**src/rtl/easy_fifo_axis_upsizer.sv**
```systemverilog
// AXI-Stream width upsizer: packs RATIO narrow beats into one wide word
// ahead of the sync FIFO write port, in the FIFO write clock domain.
// Optional input skid register: define EASY_FIFO_UPSIZER_SKID_EN.
// Ports:
//   rst, wr_clk_int           async active-high reset, write clock
//   s_axis_tdata/tvalid/tlast narrow input beat
//   s_axis_tready             input beat accepted when tvalid is high
//   m_axis_tdata/tkeep/tlast  packed word, lane 0 in the low bits
//   m_axis_tvalid/tready      packed word handshake (tready = FIFO not-full)
module easy_fifo_axis_upsizer #(
  parameter int S_DWIDTH = 8,
  parameter int RATIO    = 4
) (
  input  logic                         rst,
  input  logic                         wr_clk_int,
  input  logic [S_DWIDTH-1:0]          s_axis_tdata,
  input  logic                         s_axis_tvalid,
  input  logic                         s_axis_tlast,
  output logic                         s_axis_tready,
  output logic [S_DWIDTH*RATIO-1:0]    m_axis_tdata,
  output logic [RATIO-1:0]             m_axis_tkeep,
  output logic                         m_axis_tlast,
  output logic                         m_axis_tvalid,
  input  logic                         m_axis_tready
);

  localparam int M_DWIDTH = S_DWIDTH * RATIO;
  localparam int IDXW     = (RATIO > 1) ? $clog2(RATIO) : 1;

  logic [IDXW-1:0]     idx_q, idx_d;
  logic [M_DWIDTH-1:0] acc_q, acc_d;
  logic [M_DWIDTH-1:0] mdata_q, mdata_d;
  logic [RATIO-1:0]    mkeep_q, mkeep_d;
  logic                mlast_q, mlast_d;
  logic                mvalid_q, mvalid_d;

  // Beat presented to the packer (input port or skid entry)
  logic                in_vld;
  logic [S_DWIDTH-1:0] in_data;
  logic                in_last;

  logic last_lane;
  logic complete;
  logic out_free;
  logic take;

  assign last_lane = (idx_q == IDXW'(RATIO - 1));
  assign complete  = last_lane | in_last;
  // Output register can take a new word this edge
  assign out_free  = ~mvalid_q | m_axis_tready;
  // Non-completing beats never need the output register
  assign take      = in_vld & (~complete | out_free);

`ifdef EASY_FIFO_UPSIZER_SKID_EN
  logic                skid_vld_q, skid_vld_d;
  logic [S_DWIDTH-1:0] skid_data_q, skid_data_d;
  logic                skid_last_q, skid_last_d;

  // A held skid entry always goes first; the port is closed meanwhile
  assign in_vld        = skid_vld_q | s_axis_tvalid;
  assign in_data       = skid_vld_q ? skid_data_q : s_axis_tdata;
  assign in_last       = skid_vld_q ? skid_last_q : s_axis_tlast;
  assign s_axis_tready = ~skid_vld_q;

  always_comb begin
    skid_vld_d  = skid_vld_q;
    skid_data_d = skid_data_q;
    skid_last_d = skid_last_q;
    if (skid_vld_q) begin
      if (take) begin
        skid_vld_d = 1'b0;
      end
    end else if (s_axis_tvalid && !take) begin
      // Completing beat blocked by a stalled word: park it
      skid_vld_d  = 1'b1;
      skid_data_d = s_axis_tdata;
      skid_last_d = s_axis_tlast;
    end
  end

  always_ff @(posedge wr_clk_int or posedge rst) begin
    if (rst) begin
      skid_vld_q  <= 1'b0;
      skid_data_q <= '0;
      skid_last_q <= 1'b0;
    end else begin
      skid_vld_q  <= skid_vld_d;
      skid_data_q <= skid_data_d;
      skid_last_q <= skid_last_d;
    end
  end
`else
  assign in_vld        = s_axis_tvalid;
  assign in_data       = s_axis_tdata;
  assign in_last       = s_axis_tlast;
  assign s_axis_tready = ~complete | out_free;
`endif

  always_comb begin
    idx_d    = idx_q;
    acc_d    = acc_q;
    mdata_d  = mdata_q;
    mkeep_d  = mkeep_q;
    mlast_d  = mlast_q;
    mvalid_d = mvalid_q;
    if (mvalid_q && m_axis_tready) begin
      mvalid_d = 1'b0;
    end
    if (take) begin
      for (int i = 0; i < RATIO; i++) begin
        if (IDXW'(i) == idx_q) begin
          acc_d[i*S_DWIDTH +: S_DWIDTH] = in_data;
        end
      end
      if (complete) begin
        // Lanes below idx from the accumulator, lane idx from the
        // current beat, lanes above idx zeroed
        for (int i = 0; i < RATIO; i++) begin
          if (i < int'(idx_q)) begin
            mdata_d[i*S_DWIDTH +: S_DWIDTH] = acc_q[i*S_DWIDTH +: S_DWIDTH];
            mkeep_d[i] = 1'b1;
          end else if (i == int'(idx_q)) begin
            mdata_d[i*S_DWIDTH +: S_DWIDTH] = in_data;
            mkeep_d[i] = 1'b1;
          end else begin
            mdata_d[i*S_DWIDTH +: S_DWIDTH] = '0;
            mkeep_d[i] = 1'b0;
          end
        end
        mlast_d  = in_last;
        mvalid_d = 1'b1;
        idx_d    = '0;
      end else begin
        idx_d = idx_q + IDXW'(1);
      end
    end
  end

  always_ff @(posedge wr_clk_int or posedge rst) begin
    if (rst) begin
      idx_q    <= '0;
      acc_q    <= '0;
      mdata_q  <= '0;
      mkeep_q  <= '0;
      mlast_q  <= 1'b0;
      mvalid_q <= 1'b0;
    end else begin
      idx_q    <= idx_d;
      acc_q    <= acc_d;
      mdata_q  <= mdata_d;
      mkeep_q  <= mkeep_d;
      mlast_q  <= mlast_d;
      mvalid_q <= mvalid_d;
    end
  end

  assign m_axis_tdata  = mdata_q;
  assign m_axis_tkeep  = mkeep_q;
  assign m_axis_tlast  = mlast_q;
  assign m_axis_tvalid = mvalid_q;

endmodule
```
**config.mk**
```make
export PLATFORM = sky130hd
export DESIGN_NAME = easy_fifo_axis_upsizer
export DESIGN_NICKNAME = d
export VERILOG_FILES = /design/src/rtl/easy_fifo_axis_upsizer.sv
export SDC_FILE = /design/constraint.sdc
export NUM_CORES = 1
export LEC_CHECK = 0
export BUFFER_PORTS_ARGS = -buffer_cell sky130_fd_sc_hd__buf_2
export CORE_UTILIZATION = 38
export CTS_CLUSTER_DIAMETER = 150
export DETAILED_ROUTE_END_ITERATION = 8
export GPL_TIMING_DRIVEN = 0
export HOLD_SLACK_MARGIN = 0.02
export SYNTH_ARGS = -nofsm -noshare
export SYNTH_HDL_FRONTEND = slang
export SYNTH_SLANG_ARGS = --single-unit
```
**constraint.sdc**
```tcl
create_clock -name wr_clk_int -period 2.3 [get_ports wr_clk_int]
set_input_delay 0.23 -clock wr_clk_int [delete_from_list [all_inputs] [get_ports wr_clk_int]]
set_output_delay 0.23 -clock wr_clk_int [all_outputs]
set_load 0.01 [all_outputs]
```
# [After elaboration in Yosys (flattened, before gate mapping)]
# Cells that the tools add are included.
[word_totals] ff_bits=64 elab_cells=49 out_inout_bits=39
[classes] n_eq_ne=6 magnitude_cmp=3 reduce_logical=7 n_bitwise=6 add_sub_neg=1 mux=18
[ops] operator="2-to-1 mux 8 bit" count=7
[ops] operator="2-to-1 mux 1 bit" count=10
[ops] operator="AND reduction 2 bit" count=4
[ops] operator="equality test 2 bit (first input constant)" count=3
[ops] operator="equality test 1 x 2 -> 1 bit (first input constant)" count=2
[ops] operator="logical NOT 2 bit" count=2
[ops] operator="less-than comparator 1 x 2 -> 1 bit (first input constant)" count=2
[ops] operator="OR 1 bit" count=3
[ops] operator="adder 2 x 1 -> 2 bit (second input constant)" count=1
[ops] operator="equality test 2 bit (second input constant)" count=1
[ops] operator="less-than comparator 2 bit (first input constant)" count=1
[ops] operator="2-to-1 mux 2 bit" count=1
[ops] operator="inverter 1 bit" count=2
[ops] operator="bitwise AND 1 bit" count=1
[ops] operator="logical AND 1 bit" count=1

# [Logic depth before layout (Yosys ltp)]
# Gate-level depths: netlist of run 1.
[depth] depth_word=6 depth_mapped=8 mapped_depth_nobuf=5

# [Least setup slack after synthesis of run 1]
# Ideal clock, no wire load.
[synth_timing] kind="register to register" startpoint="reg idx_q[1]" endpoint="reg acc_q[10]" t_arrival_ps=1873 path_buffers=3 slack_ps=302 path_stages_with_launch=9 setup_time_ps=125 period_less_slack_ps=1998 cell_sequence="dfrtp_1 buf_2 clkbuf_1 inv_1 ha_1 clkbuf_1 nand2_1 a21oi_4 mux2_2"
[synth_via] elab_chain_len=6 word_cells_on_any_way=7
[synth_lines] element="from (decl)" line_no="30" text="logic [IDXW-1:0] idx_q, idx_d;"
[synth_lines] element="from (signal assigned)" line_no="148" text="idx_q <= idx_d;"
[synth_lines] element="equality test 2 bit" line_no="47" text="assign last_lane = (idx_q == IDXW'(RATIO - 1));"
[synth_lines] element="OR 1 bit" line_no="48" text="assign complete = last_lane | in_last;"
[synth_lines] element="inverter 1 bit" line_no="52" text="assign take = in_vld & (~complete | out_free);"
[synth_lines] element="OR 1 bit" line_no="52"
[synth_lines] element="bitwise AND 1 bit" line_no="52"
[synth_lines] element="AND reduction 2 bit (no source line) *"
[synth_lines] element="to (signal assigned)" line_no="142" text="acc_q <= '0;"
[synth_lines] element="to (signal assigned)" line_no="149" text="acc_q <= acc_d;"
[synth_lines] element="to (decl)" line_no="31" text="logic [M_DWIDTH-1:0] acc_q, acc_d;"
# Every way passes the cells marked *; elsewhere a longest branch is shown, timed or not.
# A chain may end at the register's enable or synchronous reset.

# [Worst setup path after layout of run 1]
[layout_timing] startpoint="reg idx_q[1]" endpoint="reg acc_q[1]"
# The elaborated chain is that of the path after synthesis.

==> summary.txt, run 1 <==
Placement
  – # port buffers: 51
  – Gpl congestion: 0.739
  – Placed wire-length estimate: 4.07 mm
  – Pre-CTS setup slack: -0.105 ns

Floorplan
  – Die Y: 90.1 um
  – Core ar.: 7370 um2
  – IO Pins: 52
  – Rows: 31
  – DIE AREA: 8110 um2
  – Starting Density: 0.400
  – Width of the chip: 90.1 um

Clocking
  – CTS max path bufs: 2
  – TritonCTS clock tree: yes
  – H-tree depth: 3
  – Worst skew pair latency: 0.33 ns
  – Root buf cell: clkbuf_8
  – # clock sinks: 64
  – Reg clk slew, reported paths: 0.06 ns
  – Cts bufs inserted: 9

Detailed routing
  – DR DRC count: 0
  – Initial DRC Count: 65
  – First-pass iteration count of the detailed router: 4
  – Final WL: 6.09 mm
  – Post-DRT Antenna Nets: 0
  – Avg WL per Cell: 15.4 um
  – Vias per cell: 4.88
  – Via count: 1927

Run
  – Max Cap Viol: 0

Worst setup path
  – CP endpoint kind: flop
  – Crit path max fanout: 18
  – R2R Path Start: idx_q[1]$_DFFE_PP0P_
  – Crit path launch: idx_q[1]$_DFFE_PP0P_
  – Crit path kind: flop to flop
  – Startpoint types: flop
  – Critical Path End: acc_q[1]$_DFFE_PP0P_
  – R2R setup slack: 0.30 ns
  – Worst EP arrival: 2.22 ns
  – Reg2Reg Depth: 8
  – CP required: 2.52 ns
  – Critical R2R Capture: acc_q[1]$_DFFE_PP0P_

Yosys
  – Largest cells by area after synthesis: dfrtp_1 54%, mux2_2 13%, mux2_4 9.7%
  – Top FF cell, synth: dfrtp_1
  – Yosys cell types: 27
  – Total nets after synthesis: 246
  – Most common library cells after synthesis: 64 x dfrtp_1, 37 x nand2_1, 35 x mux2_2, 19 x mux2_4, 18 x o21ai_0
  – EDFF count, synth: 0
  – Post-synthesis instance total: 228
  – Syn Std Cell Area: 2950 um2
  – Async SR Flop Fraction: 1.00
  – Area leader, netlist: dfrtp_1
  – Most frequent cell after synthesis: dfrtp_1
  – Top-area cell type share of the netlist area: 0.544
  – Seq/Total Area, Yosys: 0.544
  – Avg Synthesized Cell Area: 12.9 um2
  – Warnings from Yosys: 0
  – Flops & latches, synth: 64

Global route
  – Largest net degree at the start of global routing: 43
  – GR Layer Usage met1: 0.222
  – Antenna violations before repair: 0
  – Vias in the first global route: 1997
  – Global routing usage on met3: 0.0592
  – Gr ovfl total: 0
  – GR peak layer: met2
  – First-pass GRT wire length: 10.5 mm
  – Global Route met2 Usage: 0.266
  – GRT Resource Usage Total: 0.170

Timing
  – Fin. max-slew vios: 0
  – RSZ-0062 raised after global routing: false
  – Clk_skew: 0.00526 ns
  – PnR worst setup slack: 0.300 ns
  – Fin crit period: 2.00 ns
  – Tightest Pin Transition: 0.510 ns
  – Tcrit/Tclk final: 0.870
  – Fmax: 0.500 GHz
  – Finish-stage setup viols: 0
  – TNS Setup: 0 ns
  – Max-Slew Margin vs Limit: 0.659
  – Hold Fails Final Rpt: 0

Layout
  – Fillers: 702
  – Number of diodes: 0
  – Share of layout cells above drive strength 1: 0.466
  – Layout area overhead: 20.5%
  – Layout Nets: 309

Pwr
  – PwrDens: 1080 nW/um2
  – P_leak: 1.75 nW
  – Max VDD drop: 0.576 mV

Min path
  – Worst hold-check path type: input port to flop

Run status
  – Status: complete, no violations
-- state kept, by name, indices dropped and copies added, names as in the netlist --
name and cells:
m_axis_tdata 32, acc_q 24, m_axis_tkeep 4, idx_q 2, m_axis_tlast 1, m_axis_tvalid 1
-- area by class of cell --
type,count,area [um2],share of cell area
Timing Repair Buffer,54,305,0.0860
Inverter,5,18.8,0.00529
Tap cell,99,124,0.0349
Multi-Input combinational cell,144,1240,0.349
Clock inverter,4,45.0,0.0127
Sequential cell,64,1600,0.451
Buffer,13,82.6,0.0233
Clock buffer,12,135,0.0381
-- report_power, final --
part / total, W / switching [W] / internal [W]
Clock: 0.000894 / 0.000398 / 0.000496
Sequential: 0.00174 / 0.000209 / 0.00153
Combinational: 0.00120 / 0.000526 / 0.000670
Total: 0.00383 / 0.00113 / 0.00270
-- timing repair --
action                                 4_1_cts  5_1_grt
resized for setup                            0        1
endpoints found under the hold margin       22        0
setup endpoints to repair                    8       24
buffers inserted                             0        1
hold buffers                                 1        0
-- placed cells by master, fill, tap and decap left out, types with 2 or more instances in the layout --
cell	instances
clkbuf_8	9
a22o_1	8
nand2b_1	2
inv_1	4
nand2_1	37
a21o_1	2
buf_2	59
ha_1	4
mux2_2	35
buf_6	3
buf_12	2
a21oi_4	3
dfrtp_1	64
mux2_4	19
clkbuf_1	4
nor2_1	2
clkinv_2	3
o21ai_0	18
and3_1	2
mux2_1	2
-- through the flow --
stage | hold slack [ns] | instance area [um2] | total power, W | cells | utilization
after global placement | 0.446 | 3330 | 0.00292 | 378 | 0.451
after floorplan | 0.363 | 2950 | 0.00256 | 228 | -
final | 0.221 | 3550 | 0.00383 | 395 | 0.482
after detailed placement | 0.287 | 3350 | 0.00295 | 379 | 0.454
after global routing | 0.242 | 3550 | 0.00410 | 395 | 0.482
after CTS | 0.203 | 3530 | 0.00387 | 395 | 0.479
-- metal layers --
metal  vias to the layer above  share of wire
met1                       954           0.47
met5                         -              0
met2                        49           0.47
met3                         9          0.046
met4                         0          0.013
li1                        915              -
-- how the worst min path moves through the flow --
stage	from	to	slack, ns	cells after the start
after floorplan	s_axis_tdata[0]	m_axis_tdata[24]$_DFFE_PP0P_	0.36	1
after global placement	m_axis_tkeep[0]$_DFFE_PP0P_	m_axis_tkeep[0]$_DFFE_PP0P_	0.45	1
after detailed placement	rst	m_axis_tdata[23]$_DFFE_PP0P_	0.29	2
after CTS	s_axis_tlast	m_axis_tlast$_DFFE_PP0P_	0.20	3
after global routing	s_axis_tlast	m_axis_tlast$_DFFE_PP0P_	0.24	3
final	s_axis_tlast	m_axis_tlast$_DFFE_PP0P_	0.22	3
-- worst max-delay path, cell delays in order, from the launching register on --
cell and delay, ns:
dfrtp_1 0.40, buf_2 0.21, inv_1 0.13, ha_1 0.15, clkbuf_2 0.25, nand2_1 0.13
a21oi_4 0.15, buf_12 0.14, mux2_2 0.33
-- logic make-up (layout without fill, tap and decap cells) --
logic type | after synthesis | after routing | synth area share
AOI/OAI and AO/OA | 34 | 34 | 0.0841
and+or+nand+nor | 48 | 48 | 0.0726
DFF | 64 | 64 | 0.544
muxes | 57 | 57 | 0.242
adders and majority gates | 5 | 5 | 0.0212
buffers and inverters | 20 | 88 | 0.0369
No activity file was read; power rests on OpenSTA's default activity.
==> run 2: changes to the inputs <==
BUFFER_PORTS_ARGS = unset   (was -buffer_cell sky130_fd_sc_hd__buf_2)
DONT_BUFFER_PORTS = 1   (was unset)
clock period = 1.7 ns   (was 2.3 ns; I/O delays follow)
==> run 2 against run 1 <==
Effect of this change:
- the flow now finishes with violations (negative setup slack)
- largest cell class unchanged
- setup slack lost 0.33 ns
- critical path type unchanged
- fmax grew 15%
- clock skew grew 0.0043 ns
- via count is essentially flat
- critical path depth shrank 2
- utilization grew 3.0 points
- first-iteration DRC count grew 45%
==> summary.txt, run 2 (synthesis results as in run 1) <==
Timing
  – PnR worst setup slack: -0.0333 ns (-0.333 ns)
  – Clk_skew: 0.00958 ns (+0.00432 ns)
  – Hold Fails Final Rpt: 0 (unchanged)
  – WHS: 0.101 ns (-0.120 ns)
  – Tcrit/Tclk final: 1.02 (+0.150)
  – Max-Slew Margin vs Limit: 0.575 (-0.0846)
  – Fin. max-slew vios: 0 (unchanged)
  – Tightest Pin Transition: 0.637 ns (+0.126 ns)
  – Finish-stage setup viols: 36 (+36)
  – Fmax: 0.577 GHz (+15%)
  – RSZ-0062 raised after global routing: true
  – Fin crit period: 1.73 ns (-0.267 ns)

Detailed routing
  – Avg WL per Cell: 19.6 um (+27%)
  – Final WL: 7.27 mm (+19%)
  – Initial DRC Count: 94 (+45%)
  – First-pass iteration count of the detailed router: 4 (unchanged)
  – Via count: 1928 (+0.052%)
  – DR DRC count: 0 (unchanged)
  – Post-DRT Antenna Nets: 0 (unchanged)
  – Vias per cell: 5.21 (+6.8%)

Pwr
  – P_leak: 1.76 nW (+0.14%)
  – Max VDD drop: 0.434 mV (-25%)
  – PwrDens: 1440 nW/um2 (+34%)
  – Power Total: 0.00545 W (+42%)

Global route
  – Global routing usage on met3: 0.0711 (+0.0118)
  – Largest net degree at the start of global routing: 38 (-12%)
  – Gr ovfl total: 0 (unchanged)
  – Vias in the first global route: 1989 (-0.40%)
  – GRT Resource Usage Total: 0.187 (+0.0165)
  – Global Route met2 Usage: 0.277 (+0.0115)
  – First-pass GRT wire length: 11.3 mm (+8.2%)
  – Antenna violations before repair: 0 (unchanged)
  – GR Layer Usage met1: 0.259 (+0.0372)
  – GR peak layer: met2

Layout
  – Final std cells w/o fill: 370 (-6.3%)
  – Max reg flops: 32 (unchanged)
  – Share of layout cells above drive strength 1: 0.432 (-0.0345)
  – Final Util: 0.512 (+0.0304)
  – Layout area overhead: 28.1%
  – Most common cell after layout, fill and taps aside: dfrtp_1
  – Fillers: 653 (-7.0%)
  – Most frequent cells in the layout: 63 x dfrtp_1, 37 x mux2_4, 35 x nand2_1, 19 x mux2_2, 18 x o21ai_0
  – Number of diodes: 0 (unchanged)
  – Layout Nets: 284 (-8.1%)

Run
  – Max Cap Viol: 0 (unchanged)

Worst setup path
  – Slowest-stage cell, CP: dfrtp_2
  – Startpoint types: flop
  – CP required: 1.93 ns (-0.59 ns)
  – Cell family with most CP delay: flip-flops
  – CP peak stage delay: 0.43 ns (+0.03 ns)
  – Crit path max fanout: 7 (-11)
  – Crit path kind: flop to flop
  – CP endpoint kind: flop
  – WP buf/inv: 2 (-2)
  – Worst EP arrival: 1.97 ns (-0.25 ns)
  – Crit-path cells: ha_2, or2_1, buf_6, nand3_4, clkbuf_16, mux2_4

Floorplan
  – Starting Density: 0.400 (unchanged)
  – Core ar.: 7370 um2 (unchanged)
  – DIE AREA: 8110 um2 (unchanged)
  – Die Y: 90.1 um (unchanged)
  – Width of the chip: 90.1 um (unchanged)
  – Rows: 31 (unchanged)
  – IO Pins: 52 (unchanged)

Clocking
  – # clock sinks: 64 (unchanged)
  – Reg clk slew, reported paths: 0.07 ns (about the same)
  – CTS max path bufs: 2 (unchanged)
  – Root buf cell: clkbuf_8
  – Worst skew pair latency: 0.35 ns (+0.02 ns)
  – Cts bufs inserted: 9 (unchanged)
  – H-tree depth: 3 (unchanged)
  – TritonCTS clock tree: yes

Placement
  – # port buffers: 0 (-100%)
  – Placed wire-length estimate: 4.18 mm (+2.8%)
  – Post-Place Cells: 328 (-13%)
  – Gpl congestion: 0.722 (-2.3%)

Run status
  – Status: finished with violations
  – Violated checks: negative setup slack

Min path
  – Worst hold-check path type: input port to flop
## run 2: worst paths after layout
path	endpoint	start	depth (start not counted)	slack, ns
setup / recovery	m_axis_tdata[0]$_DFFE_PP0P_	idx_q[0]$_DFFE_PP0P_	6	-0.03
setup reg to reg	m_axis_tdata[0]$_DFFE_PP0P_	idx_q[0]$_DFFE_PP0P_	6	-0.03
max in group asynchronous	m_axis_tkeep[0]$_DFFE_PP0P_	rst	3	0.73
hold reg to reg	acc_q[3]$_DFFE_PP0P_	acc_q[3]$_DFFE_PP0P_	1	0.51
min in group asynchronous	m_axis_tdata[14]$_DFFE_PP0P_	rst	2	0.38
hold / removal	m_axis_tdata[2]$_DFFE_PP0P_	s_axis_tdata[2]	2	0.10
## run 2: layout make-up
cell class              count  area (um2)  share of cell area
inverters                   5        30.0             0.00795
well taps                  99         124              0.0328
repair buffers             29         352              0.0931
flip-flops and latches     64        1600               0.425
clock inverters             7        72.6              0.0192
multi-input cells         145        1360               0.360
clock buffers               9         124              0.0328
plain buffers              12         111              0.0295
## run 2: where the power goes
| part | internal, W | switching [W] | total, W |
|---|---|---|---|
| sequential | 0.00207 | 0.000479 | 0.00255 |
| clock | 0.000676 | 0.000628 | 0.00130 |
| combinational | 0.00103 | 0.000571 | 0.00160 |
## run 2: what timing repair did
action / in CTS / in global routing
endpoints found under the hold margin: 60 / 0
hold buffers: 10 / 0
setup endpoints to repair: 50 / 47
gates cloned: 0 / 3
pin swaps: 0 / 0
gates resized for setup: 11 / 8
setup buffers: 9 / 7
## run 2: stage by stage
step	setup WS, ns	instance area, um2	TNS [ns]
after global placement	-0.247	3220	-6.99
after floorplan	-0.0686	3090	-1.07
after global routing	-0.0695	3770	-2.06
final	-0.0333	3770	-0.700
after CTS	-0.0496	3650	-0.901
after detailed placement	-0.255	3240	-7.46
## run 2: routing by layer
metal / wire length, um / share of wire / up-vias
met3: 395 / 0.054 / 10
met1: 3370 / 0.46 / 988
li1: - / - / 866
met2: 3420 / 0.47 / 64
met4: 84 / 0.012 / 0
met5: 0 / 0 / -
